[src/rtl/gin_mcast_buffered.sv]
`default_nettype none
// ============================================================================
// Module   : gin_mcast_buffered
// Purpose  : Buffered multicast input network; FIFO-fed tagged packets are
//            delivered to every PE whose scanned row/col ID matches (all-ones
//            ID = wildcard). A packet retires once every target has taken it.
// Revision : 1.0 - initial release
// ============================================================================
module gin_mcast_buffered #(
  parameter int XBUS_NUMS  = 12,
  parameter int PE_NUMS    = 14,
  parameter int ID_LEN     = 5,
  parameter int ROW_LEN    = 4,
  parameter int VALUE_LEN  = 8,
  parameter int FIFO_DEPTH = 4,
  parameter int MISS_W     = 16
) (
  input  logic                                      clk,
  input  logic                                      rst,
  input  logic                                      in_valid,
  output logic                                      in_ready,
  input  logic [ROW_LEN-1:0]                        row_tag,
  input  logic [ID_LEN-1:0]                         col_tag,
  input  logic [VALUE_LEN-1:0]                      value,
  input  logic                                      set_row,
  input  logic [ROW_LEN-1:0]                        row_scan_in,
  output logic [ROW_LEN-1:0]                        row_scan_out,
  input  logic                                      set_id,
  input  logic [ID_LEN-1:0]                         id_scan_in,
  output logic [ID_LEN-1:0]                         id_scan_out,
  input  logic [XBUS_NUMS*PE_NUMS-1:0]              pe_ready,
  output logic [XBUS_NUMS*PE_NUMS*(VALUE_LEN+1)-1:0] pe_enable_data,
  output logic                                      busy,
  output logic [MISS_W-1:0]                         miss_cnt
);

  localparam int NPE = XBUS_NUMS * PE_NUMS;
  localparam int SLW = VALUE_LEN + 1;
  localparam int AW  = $clog2(FIFO_DEPTH);

  typedef enum logic [0:0] {S_IDLE = 1'b0, S_SEND = 1'b1} state_t;

  logic [XBUS_NUMS-1:0][ROW_LEN-1:0] r_row_id;
  logic [NPE-1:0][ID_LEN-1:0]        r_col_id;
  logic [ROW_LEN-1:0]                r_fifo_row [FIFO_DEPTH];
  logic [ID_LEN-1:0]                 r_fifo_col [FIFO_DEPTH];
  logic [VALUE_LEN-1:0]              r_fifo_val [FIFO_DEPTH];
  logic [AW:0]                       r_wptr;
  logic [AW:0]                       r_rptr;
  state_t                            r_state;
  logic [NPE-1:0]                    r_pending;
  logic [VALUE_LEN-1:0]              r_value;
  logic [MISS_W-1:0]                 r_miss;

  logic                 w_empty;
  logic                 w_full;
  logic                 w_busy;
  logic                 w_push;
  logic                 w_slot_free;
  logic [NPE-1:0]       w_pend_left;
  logic [ROW_LEN-1:0]   w_head_row;
  logic [ID_LEN-1:0]    w_head_col;
  logic [VALUE_LEN-1:0] w_head_val;
  logic [XBUS_NUMS-1:0] w_bus_hit;
  logic [NPE-1:0]       w_mask;

  // Extra pointer MSB distinguishes full from empty when the indices coincide.
  assign w_empty     = (r_wptr == r_rptr);
  assign w_full      = (r_wptr[AW] != r_rptr[AW]) && (r_wptr[AW-1:0] == r_rptr[AW-1:0]);
  assign w_busy      = !w_empty || (r_state == S_SEND);
  assign w_push      = in_valid && !w_full;
  assign w_pend_left = r_pending & ~pe_ready;
  assign w_slot_free = (r_state == S_IDLE) || (w_pend_left == '0);
  assign w_head_row  = r_fifo_row[r_rptr[AW-1:0]];
  assign w_head_col  = r_fifo_col[r_rptr[AW-1:0]];
  assign w_head_val  = r_fifo_val[r_rptr[AW-1:0]];

  assign in_ready     = !w_full;
  assign busy         = w_busy;
  assign miss_cnt     = r_miss;
  assign row_scan_out = r_row_id[XBUS_NUMS-1];
  assign id_scan_out  = r_col_id[NPE-1];

  generate
    for (genvar b = 0; b < XBUS_NUMS; b++) begin : g_bus
      assign w_bus_hit[b] = (r_row_id[b] == w_head_row) || (&r_row_id[b]);
    end
    for (genvar k = 0; k < NPE; k++) begin : g_pe
      assign w_mask[k] = w_bus_hit[k / PE_NUMS] &&
                         ((r_col_id[k] == w_head_col) || (&r_col_id[k]));
      assign pe_enable_data[k*SLW +: SLW] = {r_pending[k], r_value};
    end
  endgenerate

  always_ff @(posedge clk) begin
    if (w_push) begin
      r_fifo_row[r_wptr[AW-1:0]] <= row_tag;
      r_fifo_col[r_wptr[AW-1:0]] <= col_tag;
      r_fifo_val[r_wptr[AW-1:0]] <= value;
    end
  end

  always_ff @(posedge clk or negedge rst) begin
    if (!rst) begin
      r_wptr <= '0;
      r_rptr <= '0;
    end else begin
      if (w_push)
        r_wptr <= r_wptr + 1'b1;
      if (w_slot_free && !w_empty)
        r_rptr <= r_rptr + 1'b1;
    end
  end

  // IDs must not move under a packet that is being matched or delivered.
  always_ff @(posedge clk or negedge rst) begin
    if (!rst) begin
      r_row_id <= '0;
      r_col_id <= '0;
    end else begin
      if (set_row && !w_busy)
        r_row_id <= {r_row_id[XBUS_NUMS-2:0], row_scan_in};
      if (set_id && !w_busy)
        r_col_id <= {r_col_id[NPE-2:0], id_scan_in};
    end
  end

  always_ff @(posedge clk or negedge rst) begin
    if (!rst) begin
      r_state   <= S_IDLE;
      r_pending <= '0;
      r_value   <= '0;
      r_miss    <= '0;
    end else if (w_slot_free) begin
      if (w_empty) begin
        r_state   <= S_IDLE;
        r_pending <= '0;
      end else begin
        r_value   <= w_head_val;
        r_pending <= w_mask;
        if (w_mask == '0) begin
          r_state <= S_IDLE;
          if (r_miss != '1)
            r_miss <= r_miss + 1'b1;
        end else begin
          r_state <= S_SEND;
        end
      end
    end else begin
      r_pending <= w_pend_left;
    end
  end

endmodule
`default_nettype wire
[config.mk]
export PLATFORM = sky130hd
export DESIGN_NAME = gin_mcast_buffered
export DESIGN_NICKNAME = d
export VERILOG_FILES = /design/src/rtl/gin_mcast_buffered.sv
export SDC_FILE = /design/constraint.sdc
export NUM_CORES = 2
export LEC_CHECK = 0
export BUFFER_PORTS_ARGS = -buffer_cell sky130_fd_sc_hd__buf_2
export CAP_MARGIN = 25
export CORE_AREA = 3 3 676 678
export CTS_CLUSTER_SIZE = 14
export DETAILED_ROUTE_END_ITERATION = 7
export DIE_AREA = 0 0 679 681
export GPL_TIMING_DRIVEN = 0
export MAX_ROUTING_LAYER = met4
export PLACE_DENSITY_LB_ADDON = 0.1
export SYNTH_ARGS = -nofsm -noshare
export SYNTH_HDL_FRONTEND = slang
export SYNTH_SLANG_ARGS = --single-unit
[constraint.sdc]
create_clock -name clk -period 3.37 [get_ports clk]
set_clock_uncertainty 0.15 [all_clocks]
set_input_delay 0.1685 -clock clk [delete_from_list [all_inputs] [get_ports clk]]
set_output_delay 0.1685 -clock clk [all_outputs]
set_load 0.02 [all_outputs]
* Word-level counts from Yosys, hierarchy flattened
Memories as Yosys holds them, arrays and structs flattened. A register that Yosys moved wholly into a read port is not among the register bits. Cells that the tools add are included.
Cells by class: add/sub/neg operators 3, equal/unequal tests 184, multiplexer cells 6, bitwise operators 4, reductions and logical operators 543
Operator list (count):
- 5-bit equality test | 168
- 5-bit AND reduction | 168
- 168-bit zero test | 2
- 168-bit 2-to-1 mux | 2
- 1-bit logical OR | 182
- 1-bit logical AND | 173
- 168-bit AND | 1
- 168-bit NOT | 1
- 4-bit AND reduction | 13
- 4-bit equality test | 12
- 16-bit by 1-bit adder with 16-bit output, second input constant | 1
- 16-bit inequality test, second input constant | 1
- 3-bit by 1-bit adder with 3-bit output, second input constant | 2
- 1-bit zero test | 4
- 1-bit 2-to-1 mux | 4
- 3-bit equality test | 1
- 2-bit equality test | 1
- 1-bit NOT | 2
- 2-bit AND reduction | 1
- 1-bit inequality test | 1
Storage, ports and cells: flip-flop bits (word level) 1079, bits in writable memories 68, input port bits 199, output and inout port bits 1539, word-level logic and storage cells 928, memories 3
Memories:
- r_fifo_val | words 4, width 8, read ports 1, clocked after Yosys merged registers in 1, write ports 1, RTL line 47 | logic [VALUE_LEN-1:0] r_fifo_val [FIFO_DEPTH];
- r_fifo_col | words 4, width 5, read ports 1, clocked after Yosys merged registers in 0, write ports 1, RTL line 46 | logic [ID_LEN-1:0] r_fifo_col [FIFO_DEPTH];
- r_fifo_row | words 4, width 4, read ports 1, clocked after Yosys merged registers in 0, write ports 1, RTL line 45 | logic [ROW_LEN-1:0] r_fifo_row [FIFO_DEPTH];

* Longest topological paths before layout
An unclocked memory read counts as a cell.
depth in word-level cells 7, depth in mapped cells 16, depth with buffers taken out 10

* Worst setup path before layout
No wires, ideal clock.
path type reg2out, from reg r_value[1], read port of r_fifo_val, to out pe_enable_data[1000], arrival time 3.400 ns, required time 3.052 ns, slack -0.348 ns, stages on the path, launching flop included 2, path buffers 1, cell sequence dfrtp_1 buf_4
RTL lines:
- from (decl) | RTL line 52 | logic [VALUE_LEN-1:0] r_value;
- to (decl) | RTL line 32 | output logic [XBUS_NUMS*PE_NUMS*(VALUE_LEN+1)-1:0] pe_enable_data,
No word-level cell between the ends.

* Worst setup path in the final report
from reg r_pending[57], to reg r_pending[161]
On the way: longest elaborated chain between the ends 4
Ends and longest elaborated chain:
- from (decl) | RTL line 51 | logic [NPE-1:0] r_pending;
- from (signal assigned) | RTL line 140 | r_pending <= w_mask;
- from (signal assigned) | RTL line 150 | r_pending <= w_pend_left;
- 168-bit AND | RTL line 72 | assign w_pend_left = r_pending & ~pe_ready;
- 168-bit zero test | RTL line 73 | assign w_slot_free = (r_state == S_IDLE) || (w_pend_left == '0);
- 1-bit logical OR | RTL line 73
- 168-bit 2-to-1 mux | RTL line 134 | end else if (w_slot_free) begin
No other way between the ends. A chain may end at the register's enable or synchronous reset.

==> impl_metrics.json <==
{
  "layout_common_cells": "buf_2 (1,747), buf_4 (1,492), dfrtp_1 (1,077), mux2_2 (888), xnor2_1 (564)",
  "gp_congestion": 0.837,
  "cp_slowest_cell": "nand4_1",
  "grt_max_degree": 138,
  "seqCellArea_um2": 29300,
  "synth_compound_area_share_pct": 4.13,
  "syn_area_um2": 67800,
  "critical_path_class": "register to register",
  "core_um2": 452000,
  "cp_top_family": "simple AND/OR/NAND/NOR gates",
  "status": "finished, violations left",
  "clock_sinks": 1155,
  "dpl_worst_slack_ns": -4.11,
  "cp-start-kind": "register",
  "rsz0062_at_grt": "true",
  "io_pins": 1738,
  "grt_pass1_wl_mm": 523,
  "synth_xor_area_share_pct": 11.6,
  "maxSlewViolCount": 0,
  "yosysSeqAreaShare_pct": 43.1,
  "insertion_delay_ns": 0.88,
  "yosys.area_share.simple_pct": 8.68,
  "htreeDepth": 4,
  "fin_nets": 8683,
  "synth_top_family_by_area": "buffers and inverters",
  "synthCells": 6079,
  "viasPerCell": 3.77,
  "worst_slack_ns": -1.62,
  "area_growth_pct": 45.5,
  "grt-ovfl-total": 0,
  "synth.distinct_cells": 55,
  "hp-class": "primary input to register",
  "start_util_pct": 15.0,
  "clk_pin_slew_ns": 0.06,
  "portBuffers": 1737,
  "grt_pass1_vias": 54004,
  "setup_tns_ns": -563.76,
  "drive_above_1_share_pct": 57.7,
  "power_per_cell_area_nw_per_um2": 1100,
  "synth_nets": 6284,
  "fill_cells": 48996,
  "violations": "setup timing",
  "grt_usage_pct": 17.0,
  "max_freq_mhz": 201,
  "crit_path_end_kind": "register",
  "period_needed_ns": 4.99,
  "dieArea_um2": 462000,
  "max_stage_delay_ns": 0.84,
  "ys_ff_latch": 1155,
  "yosys.area.top_type": "dfrtp_1",
  "ys.flop_type": "dfrtp_1",
  "numCtsBuffers": 158,
  "drcViolationCount": 0,
  "yosys-mux-area-fraction_pct": 15.4,
  "cts_tree": "yes",
  "drt_iter0_drc": 3298,
  "hpwlAfterDp_mm": 308,
  "drt-total-wl_mm": 403,
  "critical_path_arrival_ns": 5.63,
  "final_common_cell": "buf_2",
  "hold_viol_final": 0,
  "cts_buffer_depth": 4,
  "ir_worst_vdd_mv": 0.762,
  "path_cells": "nand2b_4, nand4_1, nor4_4, buf_6, nand4_1, o41ai_4, buf_6, buf_6, buf_6, buf_12, buf_8, buf_12, nand4_1, o21ai_1",
  "synth_area_per_cell_um2": 11.2,
  "die_w_um": 679,
  "maxCapViolCount": 0,
  "firstDrtPassIters": 8,
  "antenna_found_initial": 62,
  "synth_top_area_share_pct": 40.1,
  "setup_viol": 978,
  "ys_warn_count": 0,
  "slew_headroom_pct": 20.6,
  "period_share_pct": 148,
  "ant_nets": 0,
  "tightest_slew_ns": 1.18,
  "cts_root_buffer": "clkbuf_16",
  "die_height_um": 681,
  "wl_per_cell_um": 27.6,
  "synthAdderAreaFrac_pct": 0.111,
  "synth.top_cells.by_area": "dfrtp_1 (40%), buf_4 (15%), mux2_2 (15%), xnor2_1 (7.3%), xor2_1 (4.2%)",
  "multi_input_area_um2": 28700,
  "synth_edf_count": 68,
  "ys_async_sr_fraction_pct": 94.1,
  "cp.buffers_inverters": 7,
  "core.rowCount": 247,
  "vias": 55124,
  "cp_common_cell": "buf_6",
  "cellLeakagePower_uw": 0.0476,
  "critical_path_required_ns": 4.01,
  "crit_fanout": 7
}
sequential cells by signal (all words and copies together) (netlist names):
name          flops
r_fifo_col       20
r_fifo_row       16
id_scan_out       5
r_state           1
miss_cnt         16
r_rptr            3
r_pending       168
r_col_id        835
row_scan_out      4
r_wptr            3
r_fifo_val       32
r_row_id         44
r_value           8
stage by stage:
stage	power [µW]	area [µm²]	hold WS, ns	cells	util [%]
6_report	108000	98600	0.0200	14620	21.8
5_1_grt	113000	98600	0.00233	14605	21.8
4_1_cts	106000	95700	0.000958	14444	21.2
3_5_place_dp	82800	85400	0.0118	13875	18.9
3_3_place_gp	84300	84000	0.243	13792	18.6
2_1_floorplan	56000	67800	-0.277	6079	-
area by class of cell:
class,count,share of cell area (%)
clock inverter,50,0.499
sequential,1155,29.7
clock buffer,233,4.68
inverter,12,0.0495
multi-input combinational,3304,29.1
buffer,1600,13.4
tap,5976,7.58
antenna,43,0.109
timing repair buffer,2247,14.9
final timing paths:
check | start | end | slack (ns) | cells past startpoint
max in group asynchronous | rst | r_value[3] | 0.14 | 6
min in group asynchronous | rst | r_col_id[676] | 0.22 | 3
worst min-delay path | pe_ready[4] | r_pending[4] | 0.02 | 3
worst min register to register | miss_cnt[12] | miss_cnt[12] | 0.33 | 1
worst max register to register | r_pending[57] | r_pending[161] | -1.62 | 14
worst max-delay path | r_pending[57] | r_pending[161] | -1.62 | 14
cells in the mapped netlist, types with 3 or more instances:
cell type / number
mux2_2: 888
xor2_1: 329
o2bb2ai_1: 7
xnor2_1: 566
edfxtp_1: 68
nand2b_1: 158
nor3_1: 17
mux4_2: 15
clkbuf_1: 146
nor2_1: 21
a21oi_1: 11
o41ai_1: 11
a41o_1: 4
o22ai_1: 18
o221ai_1: 7
buf_4: 1393
dfrtp_1: 1087
nand3_1: 340
and3_1: 161
o21ai_0: 187
a221oi_1: 3
buf_2: 35
o31ai_1: 135
ha_1: 6
inv_1: 11
buf_1: 15
buf_6: 17
or3_1: 4
mux2i_1: 4
o21ai_1: 6
nor2b_1: 11
nand4_1: 183
nor4_1: 27
a22oi_1: 23
a22o_1: 3
nand2_1: 122
and4_1: 3
o41ai_2: 3
nor4_2: 8
a31oi_1: 5
what timing repair did:
action	in CTS	in global routing
pin swaps	51	73
setup buffers	73	114
hold buffers	211	7
setup endpoints to repair	1152	1235
gates resized for setup	561	531
hold endpoints to repair	483	7
cloned	4	17
where the power goes:
part           total, µW  switching [µW]  leakage (µW)  internal [µW]
clock              17200            7230       0.00252           9960
combinational      74800           44300        0.0294          30500
sequential         16300            1530        0.0157          14800
metal layers:
layer / track usage (%) / vias to the layer above / share of wire [%]
li1: - / 24601 / -
met1: 21.5 / 28507 / 43
met2: 28.8 / 1645 / 49
met3: 2.00 / 371 / 4.4
met4: 4.27 / 0 / 3.1
met5: - / - / 0
cells by family (layout without fill, tap and decap cells):
kind of cell | count (synthesis) | count (layout)
buffers and inverters | 1620 | 4142
DFF | 1155 | 1155
and+or+nand+nor | 1059 | 1059
muxes | 910 | 910
xor gates and xnor gates | 896 | 896
AOI/OAI and AO/OA | 433 | 433
adders and majority gates | 6 | 6
other | 0 | 43
tightest hold or removal path, cell delays in order:
cell and delay (ns):
buf_2 0.07, nand2b_1 0.60, o21ai_1 0.15
Power figures use the tool's default switching activity.
